===== src/rtl/uart_boot_ctrl.sv =====
// UART boot loader: receives a 16-bit word count and a little-endian word image, then writes it to memory.
// Defining BOOT_CHECKSUM_EN adds a trailing XOR checksum byte that selects DONE or ERR.
module uart_boot_ctrl #(
  parameter int ADDR_W = 16,
  parameter int BASE   = 0
) (
  input  logic              clock,
  input  logic              reset,
  input  logic              io_i_boot,
  input  logic              io_i_rx_valid,
  input  logic [7:0]        io_i_rx_data,
  output logic              io_o_rx_ready,
  output logic              io_o_mem_valid,
  output logic [ADDR_W-1:0] io_o_mem_addr,
  output logic [31:0]       io_o_mem_wdata,
  input  logic              io_i_mem_ready,
  output logic              io_o_core_rst,
  output logic              io_o_done,
  output logic              io_o_err
);

  // state | meaning
  // IDLE  | one cycle after reset; samples the boot strap
  // LEN0  | waiting for word count low byte
  // LEN1  | waiting for word count high byte
  // DATA  | collecting the four bytes of the current word
  // WRITE | presenting the assembled word to memory until accepted
  // CHK   | waiting for the checksum byte (checksum build only)
  // DONE  | image loaded, core released; terminal
  // ERR   | checksum mismatch, core held; terminal
  typedef enum logic [2:0] {
    S_IDLE,
    S_LEN0,
    S_LEN1,
    S_DATA,
    S_WRITE,
`ifdef BOOT_CHECKSUM_EN
    S_CHK,
`endif
    S_DONE,
    S_ERR
  } state_t;

`ifdef BOOT_CHECKSUM_EN
  localparam state_t S_END = S_CHK;
`else
  localparam state_t S_END = S_DONE;
`endif

  localparam logic [ADDR_W-1:0] BASE_A = ADDR_W'(BASE);

  state_t            r_state;
  state_t            w_state_nxt;
  logic [15:0]       r_len;
  logic [1:0]        r_byte_cnt;
  logic [ADDR_W-1:0] r_addr;
  logic [31:0]       r_wdata;
  logic              w_chk;
  logic              w_rx_acc;
  logic              w_wr_acc;
  logic [15:0]       w_len_full;
  logic              w_last_word;

`ifdef BOOT_CHECKSUM_EN
  logic [7:0]        r_csum;
  assign w_chk = (r_state == S_CHK);
`else
  assign w_chk = 1'b0;
`endif

  assign io_o_rx_ready  = (r_state == S_LEN0) || (r_state == S_LEN1) ||
                          (r_state == S_DATA) || w_chk;
  assign io_o_mem_valid = (r_state == S_WRITE);
  assign io_o_mem_addr  = r_addr;
  assign io_o_mem_wdata = r_wdata;
  assign io_o_core_rst  = (r_state != S_DONE);
  assign io_o_done      = (r_state == S_DONE);
`ifdef BOOT_CHECKSUM_EN
  assign io_o_err       = (r_state == S_ERR);
`else
  assign io_o_err       = 1'b0;
`endif

  assign w_rx_acc    = io_o_rx_ready && io_i_rx_valid;
  assign w_wr_acc    = io_o_mem_valid && io_i_mem_ready;
  assign w_len_full  = {io_i_rx_data, r_len[7:0]};
  // r_len counts down remaining words, so the last write is the one seen with a count of 1
  assign w_last_word = (r_len == 16'd1);

  always_ff @(posedge clock) begin
    if (reset) begin
      r_state <= S_IDLE;
    end else begin
      r_state <= w_state_nxt;
    end
  end

  always_comb begin
    w_state_nxt = r_state;
    case (r_state)
      S_IDLE:  w_state_nxt = io_i_boot ? S_LEN0 : S_DONE;
      S_LEN0:  if (w_rx_acc) w_state_nxt = S_LEN1;
      S_LEN1:  if (w_rx_acc) w_state_nxt = (w_len_full == 16'd0) ? S_END : S_DATA;
      S_DATA:  if (w_rx_acc && (r_byte_cnt == 2'd3)) w_state_nxt = S_WRITE;
      S_WRITE: if (w_wr_acc) w_state_nxt = w_last_word ? S_END : S_DATA;
`ifdef BOOT_CHECKSUM_EN
      S_CHK:   if (w_rx_acc) w_state_nxt = (io_i_rx_data == r_csum) ? S_DONE : S_ERR;
`endif
      default: w_state_nxt = r_state;
    endcase
  end

  always_ff @(posedge clock) begin
    if (reset) begin
      r_len      <= 16'd0;
      r_byte_cnt <= 2'd0;
      r_addr     <= BASE_A;
      r_wdata    <= 32'd0;
`ifdef BOOT_CHECKSUM_EN
      r_csum     <= 8'd0;
`endif
    end else begin
      if (w_rx_acc) begin
        case (r_state)
          S_LEN0: r_len[7:0]  <= io_i_rx_data;
          S_LEN1: r_len[15:8] <= io_i_rx_data;
          S_DATA: begin
            r_wdata[{r_byte_cnt, 3'b000} +: 8] <= io_i_rx_data;
            r_byte_cnt <= r_byte_cnt + 2'd1;
`ifdef BOOT_CHECKSUM_EN
            r_csum <= r_csum ^ io_i_rx_data;
`endif
          end
          default: ;
        endcase
      end
      if (w_wr_acc) begin
        r_len  <= r_len - 16'd1;
        r_addr <= r_addr + ADDR_W'(4);
      end
    end
  end

endmodule

===== config.mk =====
export PLATFORM = sky130hd
export DESIGN_NAME = uart_boot_ctrl
export DESIGN_NICKNAME = d
export VERILOG_FILES = /design/src/rtl/uart_boot_ctrl.sv
export SDC_FILE = /design/constraint.sdc
export NUM_CORES = 1
export LEC_CHECK = 0
export CAP_MARGIN = 10
export CORE_MARGIN = 2
export CORE_UTILIZATION = 50
export DETAILED_ROUTE_END_ITERATION = 16
export PLACE_DENSITY = 0.8
export SYNTH_ARGS = -nofsm -noshare
export SYNTH_HDL_FRONTEND = slang
export SYNTH_SLANG_ARGS = --single-unit

===== constraint.sdc =====
create_clock -name clock -period 3.1 [get_ports clock]
set_input_delay 0.465 -clock clock [delete_from_list [all_inputs] [get_ports clock]]
set_output_delay 0.465 -clock clock [all_outputs]
set_load 0.03 [all_outputs]

---- Word-level counts from Yosys, hierarchy flattened ----
Cells that the tools add are included.
word-level totals
  input port bits ......................... 13
  latch bits .............................. 0
  memories kept ........................... 0
  RAM bits ................................ 0
  memory bits (read-only) ................. 0
  flip-flop bits (word level) ............. 69
  logic and storage cells ................. 52
operators by class
  $add $sub $neg .......................... 4
  reduce and logical (&&, ||, !) cells .... 15
  equality and inequality tests ........... 12
  bitwise logic cells ..................... 0
  $lt $le $gt $ge ......................... 0
  mux-type cells .......................... 13
  divide/modulo/power cells ............... 0
  shift-type cells ........................ 2
  multipliers ............................. 0
operators by type and width
  operator                                                                 count
  32-bit bitwise mux                                                       1
  16-bit two-way mux                                                       2
  8-bit by 7-bit variable shift with 32-bit output, first input constant   1
  8-bit by 7-bit indexed part select with 32-bit output                    1
  3-bit two-way mux                                                        7
  16-bit by 3-bit adder with 16-bit output, second input constant          1
  16-bit by 1-bit == test with 1-bit output, second input constant         1
  16-bit logical NOT                                                       1
  8-bit two-way mux                                                        2
  16-bit by 1-bit subtractor with 16-bit output, second input constant     1
  3-bit case mux with 5 select lines                                       1
  5-bit negator with 7-bit output                                          1
  3-bit by 2-bit == test with 1-bit output, second input constant          2
  3-bit == test, second input constant                                     2
  2-bit AND reduction                                                      3
  2-bit nonzero test                                                       3
  5-bit AND reduction                                                      1
  5-bit nonzero test                                                       1
  2-bit by 1-bit inequality test with 1-bit output, second input constant  2
  2-bit inequality test, second input constant                             2
  3-bit by 1-bit == test with 1-bit output, second input constant          1
  1-bit logical AND                                                        3
  3-bit logical NOT                                                        1
  3-bit inequality test, second input constant                             1
  other kinds (3)                                                          4

---- Logic depth before layout (Yosys ltp) ----
  word-level depth ........................ 7
  mapped depth ............................ 7
  gate-level depth less buffers ........... 7

---- Least setup slack after synthesis ----
Ideal clock, no wire load.
  path kind ............................... flip-flop to flip-flop
  start point ............................. reg r_len[8]
  end point ............................... reg r_state[2]
  arrival time ............................ 1.740 ns
  required time ........................... 3.014 ns
  stages on the path, launching flop included .. 6
  slack ................................... 1.274 ns
  cell sequence ........................... dfxtp_1 or4_4 nor3_4 a31oi_1 a211o_1 a221oi_2
between the ends
  longest elaborated chain between the ends .. 4
ends and longest elaborated chain
  element                                    RTL line  RTL
  start, declared                            54        logic [15:0] r_len;
  start signal, assigned                     126       S_LEN1: r_len[15:8] <= io_i_rx_data;
  start signal, assigned                     138       r_len <= r_len - 16'd1;
  16-bit by 1-bit == test with 1-bit output  88        assign w_last_word = (r_len == 16'd1);
  3-bit two-way mux (2 in series)            105       S_WRITE: if (w_wr_acc) w_state_nxt = w_last_word ? S_END : S_DATA;
  3-bit case mux with 5 select lines         100       case (r_state)
  end signal, assigned                       94        r_state <= w_state_nxt;
  end, declared                              52        state_t r_state;
Every way passes these cells. The select of a mux whose other input is x is not followed.
A chain may end at the register's enable or synchronous reset.

---- Final worst setup path ----
  start point ............................. reg r_state[2]
  end point ............................... out io_o_mem_valid
between the ends
  longest elaborated chain between the ends .. 1
ends and longest elaborated chain
  element        RTL line  RTL
  3-bit == test  73        assign io_o_mem_valid = (r_state == S_WRITE);
  end, declared  13        output logic io_o_mem_valid,
Every way passes these cells.

==> metrics <==
outcome completed; Crit Path Max Fanout 13; CTS HTree Levels 3; CTS tree done; R2R depth 5; RSZ-0062 raised after global routing no; most frequent cell after synthesis dfxtp_1; fmax 0.373 GHz; hold_buf cts 0; postcts setup bufs 0; FFs w/ async S/R, synth 0%; antenna-violating nets left 0; Clk pwr share 29.6%; Post-Syn Area 3180 sq um; Residual DRC 0; number of I/O pins 66; crit path capture type output pin; final wirelength 8310 um; Routed wire per std cell 15.4 um; Min-Delay Path Depth 2; Clock Tree Root clkbuf_8; Post-synth EDFFs 0; Sink Count 67; Flop pwr share 38.7%; Critical Path Stages 3; Tmin final 2.68 ns; first-pass GRT wire length 13,800 um; worst min path class register to register; Clock Path Buffers 2; synth cell count leaders dfxtp_1, nand2_1, a21oi_1; final count of negative-setup-slack endpoints 0; layout cells sized above 1 7.76%; Synth Instances 397; num rows 29; Synth Warn # 0; Cell Pwr Density 664 nW/um^2; ANT cells 0; First-pass DRT Iterations 5; #FFs+latches synth 67; Final Max Slew Viols 0; vias per cell 5.78; critical path cell sequence or3b_2 > inv_1 > clkdlybuf4s50_1; Clock Latency Late Sink 0.35 ns; Crit Path Class register to output pin; Top FF cell, synth dfxtp_1; Setup Skew 0.00777 ns; max_cap viols 0; crit path launch type register; Resized Gates After CTS 0; Final Hold Fails 0; headroom to the max-slew limit 40.5%; post-route setup TNS 0 ns; Final Wtd Congestion 0.947; leakage 0.00137 uW; switching pwr 972 uW; Initial DRC Count 224; Synth-to-Final Area Change 28.4%; GRT Util Overall 24.4%; Die Width 83.8 um; worst slew pin tran 0.891 ns; Synth area leaders dfxtp_1, a21oi_1, nand2_1, nand3_1, nor2_1; worst path required time 2.63 ns; CP max-delay cell clkdlybuf4s50_1; CTS clk-pin slew, worst paths 0.08 ns; CTS Buf Count 9; Crit path max-delay family buffers and inverters; register area share after synthesis 42.2%; peak per-stage delay on the critical path 0.67 ns; GRT Residual Overflow 0; pre-CTS WS 0.485 ns; fillers 518; Buf/Inv on CP 2; Layout Nets 482; Post-Syn Area per Cell 8.01 sq um; Comb power frac 31.8%; Int Pwr 1740 uW; number of global-route vias before repair 2,973; period utilization 86.5%; maximum vdd drop 0.488 mV; Synth top area share 42.2%; Buffers on Ports 62; core area 6240 sq um; slack of the critical path 0.419 ns; crit path DAT 2.22 ns; Layout Utilization 65.5%; die height 83.8 um; initial antenna violation count 0; Via Count 3,128; Die Area 7010 sq um; switching share of power 35.8%; largest net degree at the start of global routing 43; Yosys top cell by area dfxtp_1; Post-DP HPWL 5730 um; post-synth cell types 53; Starting Density 51.0%
[cells in the final DEF (no fill, tap or decap), drive strengths merged, types with 4 or more instances in the layout]
master | netlist | routed
a21oi | 49 | 49
xnor2 | 11 | 11
nand3 | 39 | 39
o21ai | 14 | 14
nor3b | 6 | 6
nor3 | 10 | 10
dfxtp | 67 | 67
nand2 | 54 | 54
inv | 8 | 8
and2 | 5 | 5
ha | 9 | 9
nor2 | 39 | 39
nor2b | 4 | 4
nor4 | 6 | 6
clkbuf | 10 | 9
buf | 11 | 10
a31oi | 5 | 5
clkdlybuf4s50 | 0 | 61
[worst paths after layout]
| kind | start | end | slack [ns] |
|---|---|---|---|
| setup / recovery | r_state[2]$_SDFFE_PP0P_ | io_o_mem_valid | 0.42 |
| hold / removal | io_o_mem_wdata[12]$_SDFFE_PP0P_ | io_o_mem_wdata[12]$_SDFFE_PP0P_ | 0.46 |
| setup reg to reg | r_state[2]$_SDFFE_PP0P_ | io_o_mem_addr[15]$_SDFFE_PP0P_ | 0.86 |
| hold reg to reg | io_o_mem_wdata[12]$_SDFFE_PP0P_ | io_o_mem_wdata[12]$_SDFFE_PP0P_ | 0.46 |
[layer usage]
metal | wire length, um | up-vias | track usage [%] | share of wire [%]
met5 | 0 | - | 0 | 0
li1 | - | 1530 | - | -
met1 | 3650 | 1432 | 31.6 | 44
met2 | 3750 | 139 | 37.0 | 45
met3 | 689 | 27 | 8.01 | 8.3
met4 | 227 | 0 | 11.0 | 2.7
[per-stage QoR]
stage	instances	power, uW	hold slack (ns)	area [sq um]
floorplan	399	1690	0.467	3190
finish	541	2710	0.456	4090
detailed placement	526	1910	0.446	3870
global route	541	2860	0.482	4090
global placement	526	1900	0.438	3870
CTS	541	2710	0.457	4090
[worst reg2reg max path, cell delays in order, from the launching register on]
cell and delay, ns:
dfxtp_1 0.57, and4bb_2 0.50, nand4_1 0.36, nor4_1 0.45, xnor2_1 0.17, nor2_1 0.06
[flip-flops by register name, indices dropped and copies added, names as in the netlist]
register,flops
io_o_mem_wdata,32
r_state,3
r_len,16
r_byte_cnt,2
io_o_mem_addr,14
[layout make-up]
class	count	area, sq um	share of cell area, %
clock inverter	6	91.3	2.24
sequential	67	1340	32.8
clock buffer	9	124	3.03
timing repair buffer	71	683	16.7
inverter	8	30.0	0.735
tap	77	96.3	2.36
multi-input combinational	303	1720	42.1
[kinds of logic after synthesis]
kind of cell               synth area share (%)
xor gates and xnor gates                   3.58
DFF                                        42.2
and+or+nand+nor                            29.0
other                                     0.118
adders and majority gates                  3.54
buffers and inverters                      4.01
muxes                                     0.315
AOI/OAI and AO/OA                          17.3
[power groups by stage]
stage	registers [uW]	clock network [uW]	logic (uW)
CTS	1050	816	853
global route	1070	846	951
finish	1050	802	862
global placement	1060	0	833
floorplan	1030	0	659
detailed placement	1070	0	849
No activity file was read; power rests on OpenSTA's default activity.
